[config.mk]
export PLATFORM = sky130hd
export DESIGN_NAME = l2_issue
export DESIGN_NICKNAME = d
export VERILOG_FILES = /design/src/rtl/l2_pkg.sv /design/src/rtl/l2_instr_fifo.sv /design/src/rtl/l2_issue.sv
export SDC_FILE = /design/constraint.sdc
export NUM_CORES = 1
export LEC_CHECK = 0
export ABC_AREA = 1
export CORE_ASPECT_RATIO = 1.75
export CORE_UTILIZATION = 40
export CTS_BUF_LIST = sky130_fd_sc_hd__clkbuf_8
export DETAILED_ROUTE_END_ITERATION = 10
export PLACE_DENSITY = 0.72
export SLEW_MARGIN = 10
export SYNTH_ARGS = -nofsm -noshare
export SYNTH_HDL_FRONTEND = slang
export SYNTH_HIERARCHICAL = 1
export SYNTH_SLANG_ARGS = --single-unit
[constraint.sdc]
create_clock -name clk -period 2.2 [get_ports clk]
set_input_delay 0.44 -clock clk [delete_from_list [all_inputs] [get_ports clk]]
set_output_delay 0.44 -clock clk [all_outputs]
set_load 0.005 [all_outputs]
[src/rtl/l2_pkg.sv]
// -----------------------------------------------------------------------------
// l2_pkg -- shared definitions for the L2 instruction-issue block.
//   * opcode constants, downstream state-machine codes of interest
//   * instruction field bit positions and a packed instruction view
//   * issue-FSM state type
// -----------------------------------------------------------------------------
package l2_pkg;

  localparam logic [1:0] OP_LOAD = 2'b00;
  localparam logic [1:0] OP_MV   = 2'b01;
  localparam logic [1:0] OP_SUB  = 2'b10;
  localparam logic [1:0] OP_ADD  = 2'b11;

  localparam logic [3:0] SM_IDLE = 4'b0000;
  localparam logic [3:0] SM_DONE = 4'b1000;

  localparam int INSTR_W = 10;
  localparam int OP_MSB  = 9;
  localparam int OP_LSB  = 8;
  localparam int X_MSB   = 7;
  localparam int X_LSB   = 6;
  localparam int Y_MSB   = 5;
  localparam int Y_LSB   = 4;
  localparam int D_MSB   = 3;
  localparam int D_LSB   = 0;

  // Packed view whose layout matches the bit positions above.
  typedef struct packed {
    logic [OP_MSB-OP_LSB:0] op;
    logic [X_MSB-X_LSB:0]   x;
    logic [Y_MSB-Y_LSB:0]   y;
    logic [D_MSB-D_LSB:0]   data;
  } instr_t;

  typedef enum logic [1:0] {
    I_IDLE    = 2'd0,
    I_ISSUE   = 2'd1,
    I_RELEASE = 2'd2
  } issue_state_e;

endpackage

[src/rtl/l2_instr_fifo.sv]
// -----------------------------------------------------------------------------
// l2_instr_fifo -- DEPTH-entry instruction queue (DEPTH a power of 2).
// Ports:
//   clk, rst_n      clock, synchronous active-low reset (empties the queue)
//   push, din       write din when push and not full
//   pop             drop head entry when pop and not empty
//   full, empty     occupancy flags, derived from the registered count
//   head            oldest entry (valid when !empty)
//   count           number of entries held, 0..DEPTH
// A push while full is refused even if a pop happens on the same edge.
// -----------------------------------------------------------------------------
module l2_instr_fifo
  import l2_pkg::*;
#(
  parameter int DEPTH = 4
) (
  input  logic                     clk,
  input  logic                     rst_n,
  input  logic                     push,
  input  logic                     pop,
  input  instr_t                   din,
  output logic                     full,
  output logic                     empty,
  output instr_t                   head,
  output logic [$clog2(DEPTH):0]   count
);

  localparam int AW = $clog2(DEPTH);

  instr_t          mem [DEPTH];
  logic [AW-1:0]   wr_ptr;
  logic [AW-1:0]   rd_ptr;
  logic            do_push;
  logic            do_pop;

  assign full    = (count == (AW+1)'(DEPTH));
  assign empty   = (count == '0);
  assign do_push = push && !full;
  assign do_pop  = pop && !empty;
  assign head    = mem[rd_ptr];

  // Pointers wrap naturally because DEPTH is a power of 2.
  // NOTE: sequential state uses non-blocking assignments so every register
  // samples pre-edge values, independent of statement order.
  always_ff @(posedge clk) begin
    if (!rst_n) begin
      wr_ptr <= '0;
      rd_ptr <= '0;
      count  <= '0;
    end else begin
      if (do_push) wr_ptr <= wr_ptr + AW'(1);
      if (do_pop)  rd_ptr <= rd_ptr + AW'(1);
      case ({do_push, do_pop})
        2'b10:   count <= count + (AW+1)'(1);
        2'b01:   count <= count - (AW+1)'(1);
        default: count <= count;
      endcase
    end
  end

  // NOTE: storage is deliberately not reset; the pointers and count define
  // which entries are meaningful, so clearing the array would only cost logic.
  always_ff @(posedge clk) begin
    if (do_push) mem[wr_ptr] <= din;
  end

endmodule

[src/rtl/l2_issue.sv]
// -----------------------------------------------------------------------------
// l2_issue -- queues instructions and hands them one at a time to a
// downstream control state machine, using an execute/DONE handshake.
// Ports:
//   clk, rst_n          clock, synchronous active-low reset
//   instr_in[9:0]       {opcode, X addr, Y addr, immediate}
//   instr_valid         producer offers instr_in
//   instr_ready         queue not full (transfer when valid && ready)
//   sm_state[3:0]       downstream state code (0 = idle, 8 = done)
//   step                only with L2_ISSUE_STEP_EN: gates each issue
//   execute             registered go signal to the downstream machine
//   operation, addr_x,
//   addr_y, data_out    registered fields of the issued instruction
//   busy                queue non-empty or an issue in progress
//   retired[7:0]        completed-instruction count, wraps 255 -> 0
// Build option: define L2_ISSUE_STEP_EN to add the step input; each issue
// then needs step high in the cycle it would otherwise start. A step seen
// at any other time is simply ignored.
// -----------------------------------------------------------------------------
module l2_issue
  import l2_pkg::*;
#(
  parameter int DEPTH = 4
) (
  input  logic                 clk,
  input  logic                 rst_n,
  input  logic [INSTR_W-1:0]   instr_in,
  input  logic                 instr_valid,
  output logic                 instr_ready,
  input  logic [3:0]           sm_state,
`ifdef L2_ISSUE_STEP_EN
  input  logic                 step,
`endif
  output logic                 execute,
  output logic [1:0]           operation,
  output logic [1:0]           addr_x,
  output logic [1:0]           addr_y,
  output logic [3:0]           data_out,
  output logic                 busy,
  output logic [7:0]           retired
);

  issue_state_e           state;
  issue_state_e           state_next;
  logic                   start_issue;
  logic                   finish_issue;
  logic                   step_ok;
  logic                   full;
  logic                   empty;
  instr_t                 head;
  logic [$clog2(DEPTH):0] count;

`ifdef L2_ISSUE_STEP_EN
  assign step_ok = step;
`else
  assign step_ok = 1'b1;
`endif

  l2_instr_fifo #(.DEPTH(DEPTH)) u_fifo (
    .clk   (clk),
    .rst_n (rst_n),
    .push  (instr_valid && instr_ready),
    .pop   (finish_issue),
    .din   (instr_t'(instr_in)),
    .full  (full),
    .empty (empty),
    .head  (head),
    .count (count)
  );

  assign instr_ready = !full;
  assign busy        = (state != I_IDLE) || (count != '0);

  // NOTE: every signal written here gets a default first so no path leaves
  // it unassigned, which would otherwise infer a latch.
  always_comb begin
    state_next   = state;
    start_issue  = 1'b0;
    finish_issue = 1'b0;
    case (state)
      I_IDLE: begin
        if (!empty && sm_state == SM_IDLE && step_ok) begin
          state_next  = I_ISSUE;
          start_issue = 1'b1;
        end
      end
      I_ISSUE: begin
        if (sm_state == SM_DONE) begin
          state_next   = I_RELEASE;
          finish_issue = 1'b1;
        end
      end
      I_RELEASE: begin
        // Returning to idle takes this edge; a new issue starts no earlier
        // than the next one.
        if (sm_state == SM_IDLE) state_next = I_IDLE;
      end
      default: state_next = I_IDLE;
    endcase
  end

  always_ff @(posedge clk) begin
    if (!rst_n) state <= I_IDLE;
    else        state <= state_next;
  end

  // Fields load only on issue, so they stay put through I_ISSUE/I_RELEASE
  // and keep their last value while the queue is empty.
  always_ff @(posedge clk) begin
    if (!rst_n) begin
      execute   <= 1'b0;
      operation <= '0;
      addr_x    <= '0;
      addr_y    <= '0;
      data_out  <= '0;
      retired   <= '0;
    end else begin
      if (start_issue) begin
        execute   <= 1'b1;
        operation <= head.op;
        addr_x    <= head.x;
        addr_y    <= head.y;
        data_out  <= head.data;
      end
      if (finish_issue) begin
        execute <= 1'b0;
        retired <= retired + 8'd1;
      end
    end
  end

endmodule

== Word-level counts from Yosys, hierarchy flattened ==
Memories as Yosys holds them, arrays and structs flattened. A register that Yosys moved wholly into a read port is not among the register bits.
Cells that the tools add are included.
Storage, ports and cells
  bits in registers: 18
  memory bits (writable): 40
  bits of input ports: 17
  output and inout port bits: 21
  memories kept: 1
Memory list
  u_fifo.mem: depth 4, width 10, read ports 1, clocked after Yosys merged registers in 1, write ports 1, line l2_instr_fifo.sv:30  | instr_t mem [DEPTH];
Cells by class
  add/subtract/negate cells: 5
  equality and inequality tests: 9
  mux-type cells: 11
  bitwise operators: 1
  reductions and logical operators: 16
Operator list (number)
  8-bit by 1-bit adder with 8-bit output (second input constant): 1
  1-bit 2-to-1 mux: 6
  2-bit 2-to-1 mux: 3
  2-bit != test (second input constant): 3
  2-bit one-hot mux with 3 select lines: 1
  3-bit one-hot mux with 2 select lines: 1
  2-bit by 1-bit adder with 2-bit output (second input constant): 2
  2-bit by 1-bit == test with 1-bit output (second input constant): 2
  2-bit == test (second input constant): 2
  4-bit == test (second input constant): 1
  1-bit logical AND: 4
  4-bit logical NOT: 1
  2-bit nonzero test: 2
  3-bit by 1-bit adder with 3-bit output (second input constant): 1
  3-bit == test (second input constant): 1
  1-bit logical NOT: 3
  3-bit logical NOT: 1
  3-bit AND reduction: 1
  3-bit nonzero test: 1
  3-bit by 1-bit subtractor with 3-bit output (second input constant): 1
  2-bit logical NOT: 1
  2-bit OR reduction: 1
  1-bit logical OR: 1
  1-bit inverter: 1

== Logic depth before layout (Yosys ltp) ==
  depth in word-level cells: 6
  gate-level depth with buffers: 16
  gate-level depth less buffers: 15

== Hierarchy ==
Netlist, hierarchy kept.
Modules (own cells, without submodules)
  l2_instr_fifo: instances 1, cells each 166, area each 1986.9 um^2, seq. area each 1381.3 um^2
  l2_issue: instances 1, cells each 134, area each 962.2 um^2, seq. area each 420.4 um^2

== Least setup slack after synthesis ==
Ideal clock, no wire load.
  path kind: input to register
  from: input port sm_state[1]
  to: register u_fifo.count[2]
  setup time: 0.110 ns
  arrival time: 1.866 ns
  required time: 2.090 ns
  path slack: 0.224 ns
  stages on the path: 15
  buffers on the path: 1
  path through: nor2_4 > nand2_2 > nor2_4 > buf_6 > inv_1 > nor2_1 > ha_1 > inv_1 > fa_1 > inv_1 > nand2_1 > nand3_1 > nand2_1 > inv_1 > nor2_1
On the way
  cells in the longest elaborated chain, start to end: 6
  elaborated cells on any way between the ends: 8
  those cells by class: eq/ne: 3; mux: 3; reduce/logical: 2
RTL lines
  from (decl): line l2_issue.sv:30  | input logic [3:0] sm_state,
  4-bit == test *: line l2_issue.sv:88  | if (sm_state == SM_DONE) begin
  1-bit 2-to-1 mux *: line l2_issue.sv:88
  1-bit 2-to-1 mux *: line l2_issue.sv:80  | case (state)
  via finish_issue: line l2_issue.sv:46  | logic finish_issue;
  1-bit logical AND *: line l2_instr_fifo.sv:39  | assign do_pop = pop && !empty;
  via u_fifo.do_pop: line l2_instr_fifo.sv:34  | logic do_pop;
  2-bit by 1-bit == test with 1-bit output or 2-bit == test (tied branches): line l2_instr_fifo.sv:53  | case ({do_push, do_pop})
  3-bit one-hot mux with 2 select lines or 2-bit nonzero test (tied branches)
  to (signal assigned): line l2_instr_fifo.sv:54  | 2'b10: count <= count + (AW+1)'(1);
  to (signal assigned): line l2_instr_fifo.sv:55  | 2'b01: count <= count - (AW+1)'(1);
  to (signal assigned): line l2_instr_fifo.sv:56  | default: count <= count;
  to (decl): line l2_instr_fifo.sv:25  | output logic [$clog2(DEPTH):0] count
The timed path passes the listed nets; every way through them passes the cells marked *.
A chain may end at the register's enable or synchronous reset.

== Worst setup path in the final report ==
  from: input port sm_state[3]
  to: register u_fifo.count[2]
On the way
  cells in the longest elaborated chain, start to end: 6
  elaborated cells on any way between the ends: 8
  those cells by class: eq/ne: 3; mux: 3; reduce/logical: 2
RTL lines (line)
  4-bit == test *: l2_issue.sv:88
  1-bit 2-to-1 mux *: l2_issue.sv:88
  1-bit 2-to-1 mux *: l2_issue.sv:80
  1-bit logical AND *: l2_instr_fifo.sv:39
  via u_fifo.do_pop: l2_instr_fifo.sv:34
  2-bit by 1-bit == test with 1-bit output or 2-bit == test (tied branches): l2_instr_fifo.sv:53
  3-bit one-hot mux with 2 select lines or 2-bit nonzero test (tied branches)
Marks and branches as above.

==> impl_metrics.json <==
{
  "synth.distinct_cells": 26,
  "post-route-min-period_ns": 2.047,
  "crit_required_ns": 2.45,
  "yosysMostFrequentCell": "nor2_1",
  "cp_slowest_cell": "clkdlybuf4s50_1",
  "first_pass_iters": 4,
  "top_usage_layer": "met2",
  "postLayoutCellArea_sq_um": 3659,
  "boundaryPins": 38,
  "whs_path_depth": 2,
  "grt_pass1_vias": 2045,
  "clockBufferDepth": 2,
  "synth-xor-area-share_pct": 0.2970,
  "yosysWarnings": 6,
  "core_sq_um": 7182,
  "drc": 0,
  "tns_ns": 0,
  "cts-htree-levels": 3,
  "synthCells": 300,
  "first_iter_violations": 105,
  "root_buffer": "clkbuf_8",
  "drtAntennaViolNets": 0,
  "tightest_slew_ns": 0.4200,
  "setup_violations": 0,
  "synth_top_area_share_pct": 40.73,
  "drv_slew": 0,
  "synth_top_area_cell": "edfxtp_1",
  "seqPwrFrac_pct": 53.8,
  "switchingPower_mw": 0.6127,
  "total_power_mw": 2.700,
  "cts_tree": "yes",
  "grt_max_degree": 24,
  "place.gp.congestion": 0.7232,
  "antenna-diode-count": 0,
  "fmax_mhz": 488.6,
  "r2r.worst_path.cells": 12,
  "critPathMaxFanout": 2,
  "cp-end-kind": "flop",
  "intPower_mw": 2.087,
  "synth_compound_area_share_pct": 10.44,
  "synth_common_cells": "nor2_1, edfxtp_1, nand2_1",
  "skew_ns": 0.005985,
  "rsz0062_at_grt": "no",
  "grt_overflow": 0,
  "finalHoldViolations": 0,
  "synth_area_leaders": "edfxtp_1, dfxtp_1, nor2_1, nand2_1, o21ai_1",
  "dieArea_sq_um": 7733,
  "synth_top_family_by_area": "simple AND/OR/NAND/NOR gates",
  "drive_gt1_share_pct": 12.39,
  "cp_slowest_stage_delay_ns": 0.47,
  "fillCellCount": 668,
  "antenna_found_initial": 0,
  "rows": 41,
  "finalWirelength_mm": 5.604,
  "yosys.area_share.simple_pct": 18.54,
  "netlist_area_sq_um": 2949,
  "hp-class": "flop to flop",
  "outcome": "finished clean",
  "area_growth_pct": 24.06,
  "maxCapViolCount": 0,
  "grt_use_met3_pct": 3.346,
  "power_leakage_nw": 1.363,
  "wl_per_cell_um": 12.71,
  "initial_core_util_pct": 41.06,
  "synthMuxAreaShare_pct": 0,
  "max_slew_margin_pct": 71.96,
  "seq_area_frac_synth_pct": 61.09,
  "hpwlAfterDp_mm": 3.907,
  "nets": 374,
  "cpMostUsedCell": "inv_1",
  "vdd_drop_max_mv": 0.4034,
  "cp-start-kind": "input pin",
  "numClockSinks": 70,
  "postPlaceCellArea_sq_um": 3445,
  "fin_crit_sh_pct": 93.04,
  "holdWs_ns": 0.4848,
  "clk_latency_ns": 0.34,
  "synth-async-reset-ratio_pct": 0,
  "pwr-share-comb_pct": 7.5,
  "synth_ff_type": "edfxtp_1",
  "drt-vias-per-instance": 4.918,
  "floorplan.die.height_um": 115.6,
  "synth-edff-count": 40,
  "numCtsBuffers": 9,
  "clk_pin_slew_ns": 0.07,
  "path_cells": "clkdlybuf4s50_1 -> inv_1 -> nor2_2 -> nand2_2 -> nor2_4 -> inv_1 -> nor2_1 -> ha_1 -> inv_1 -> fa_2 -> nand2_1 -> nand4_1 -> nand2_1 -> nor2_1",
  "grt_pass1_wl_mm": 8.838,
  "clkPwrFrac_pct": 38.7,
  "use_met2_pct": 29.43,
  "grt_use_total_pct": 15.93,
  "vias": 2169,
  "crit_arrival_ns": 2.30,
  "synth.net_count": 324,
  "synth_fa_ha_area_share_pct": 3.224,
  "die_x_um": 66.91,
  "grtUsageMet1_pct": 14.89,
  "syn_avg_cell_area_sq_um": 9.830,
  "criticalPathCategory": "input pin to flop",
  "switching_share_pct": 22.70,
  "synth-seq-cells": 70,
  "p_per_area_nw_per_um2": 737.9,
  "port_buffers": 37
}
==> what timing repair did <==
item	CTS	global route
endpoints found under the hold margin	0	0
buffers inserted	0	0
hold buffers	0	0
resized for setup	0	2
endpoints found under the setup margin	0	2
==> logic make-up (layout without fill, tap and decap cells) <==
group                    after synthesis  count (layout)
AND/OR/NAND/NOR                      121             121
XOR/XNOR                               1               1
AO/OA/AOI/OAI                         59              59
flip-flops                            70              70
buffers and inverters                 42              97
adder cells (fa/ha/maj)                7               7
==> critical path: cells and delay by family <==
family / cells / cell delay [ns]
adders and majority gates: 2 / 0.50
and+or+nand+nor: 8 / 0.72
buffers and inverters: 4 / 0.63
==> per-layer routing <==
metal  part of all wire, %  up-vias
met5                     0        -
met4                   2.5        0
met3                   3.8       11
met2                    55       46
met1                    38     1011
li1                      -     1101
==> layout make-up <==
| type | instances | area (sq um) | share of cell area (%) |
|---|---|---|---|
| clock inverters | 6 | 71.32 | 1.949 |
| well taps | 86 | 107.6 | 2.941 |
| clock buffers | 10 | 137.6 | 3.762 |
| multi-input cells | 188 | 960.9 | 26.27 |
| flip-flops and latches | 70 | 1802 | 49.25 |
| inverters | 33 | 123.9 | 3.386 |
| repair buffers | 48 | 455.4 | 12.45 |
==> sequential cells by signal, summed over array words and instances (netlist names), named ones only <==
name	count
addr_x	2
addr_y	2
data_out	4
execute	1
operation	2
retired	8
state	2
u_fifo/count	3
u_fifo/mem	40
u_fifo/rd_ptr	2
u_fifo/wr_ptr	2
==> worst paths after layout <==
check                                startpoint              end  slack (ns)
worst max register to register  u_fifo/count[1]  u_fifo/count[2]        0.37
worst max-delay path                sm_state[3]  u_fifo/count[2]        0.15
worst min register to register        addr_y[1]        addr_y[1]        0.48
worst min-delay path                  addr_y[1]        addr_y[1]        0.48
==> cells in the final DEF, fill, tap and decap left out, types with 10 or more instances in the layout <==
| cell | instances |
|---|---|
| dfxtp_1 | 30 |
| buf_4 | 11 |
| inv_1 | 27 |
| nor2_1 | 59 |
| edfxtp_1 | 40 |
| clkdlybuf4s50_1 | 36 |
| o21ai_1 | 24 |
| clkbuf_8 | 10 |
| o22ai_1 | 10 |
| a21oi_1 | 15 |
| nand2_1 | 37 |
| o21ai_0 | 10 |
| nand3_1 | 11 |
==> through the flow <==
step	cells	utilization (%)	setup WS, ns
2_1_floorplan	300	-	0.2244
3_3_place_gp	425	47.96	-0.1790
3_5_place_dp	425	47.96	-0.2638
4_1_cts	441	50.87	0.02648
5_1_grt	441	50.94	0.001125
6_report	441	50.94	0.1532
==> power groups by stage <==
| stage | combinational, mW | sequential [mW] | clock [mW] |
|---|---|---|---|
| after CTS | 0.205 | 1.45 | 1.07 |
| final | 0.202 | 1.45 | 1.04 |
| after global routing | 0.226 | 1.46 | 1.14 |
| after floorplan | 0.106 | 1.48 | 0 |
| after global placement | 0.198 | 1.48 | 0 |
| after detailed placement | 0.204 | 1.48 | 0 |
(Power assumes the default switching activity.)
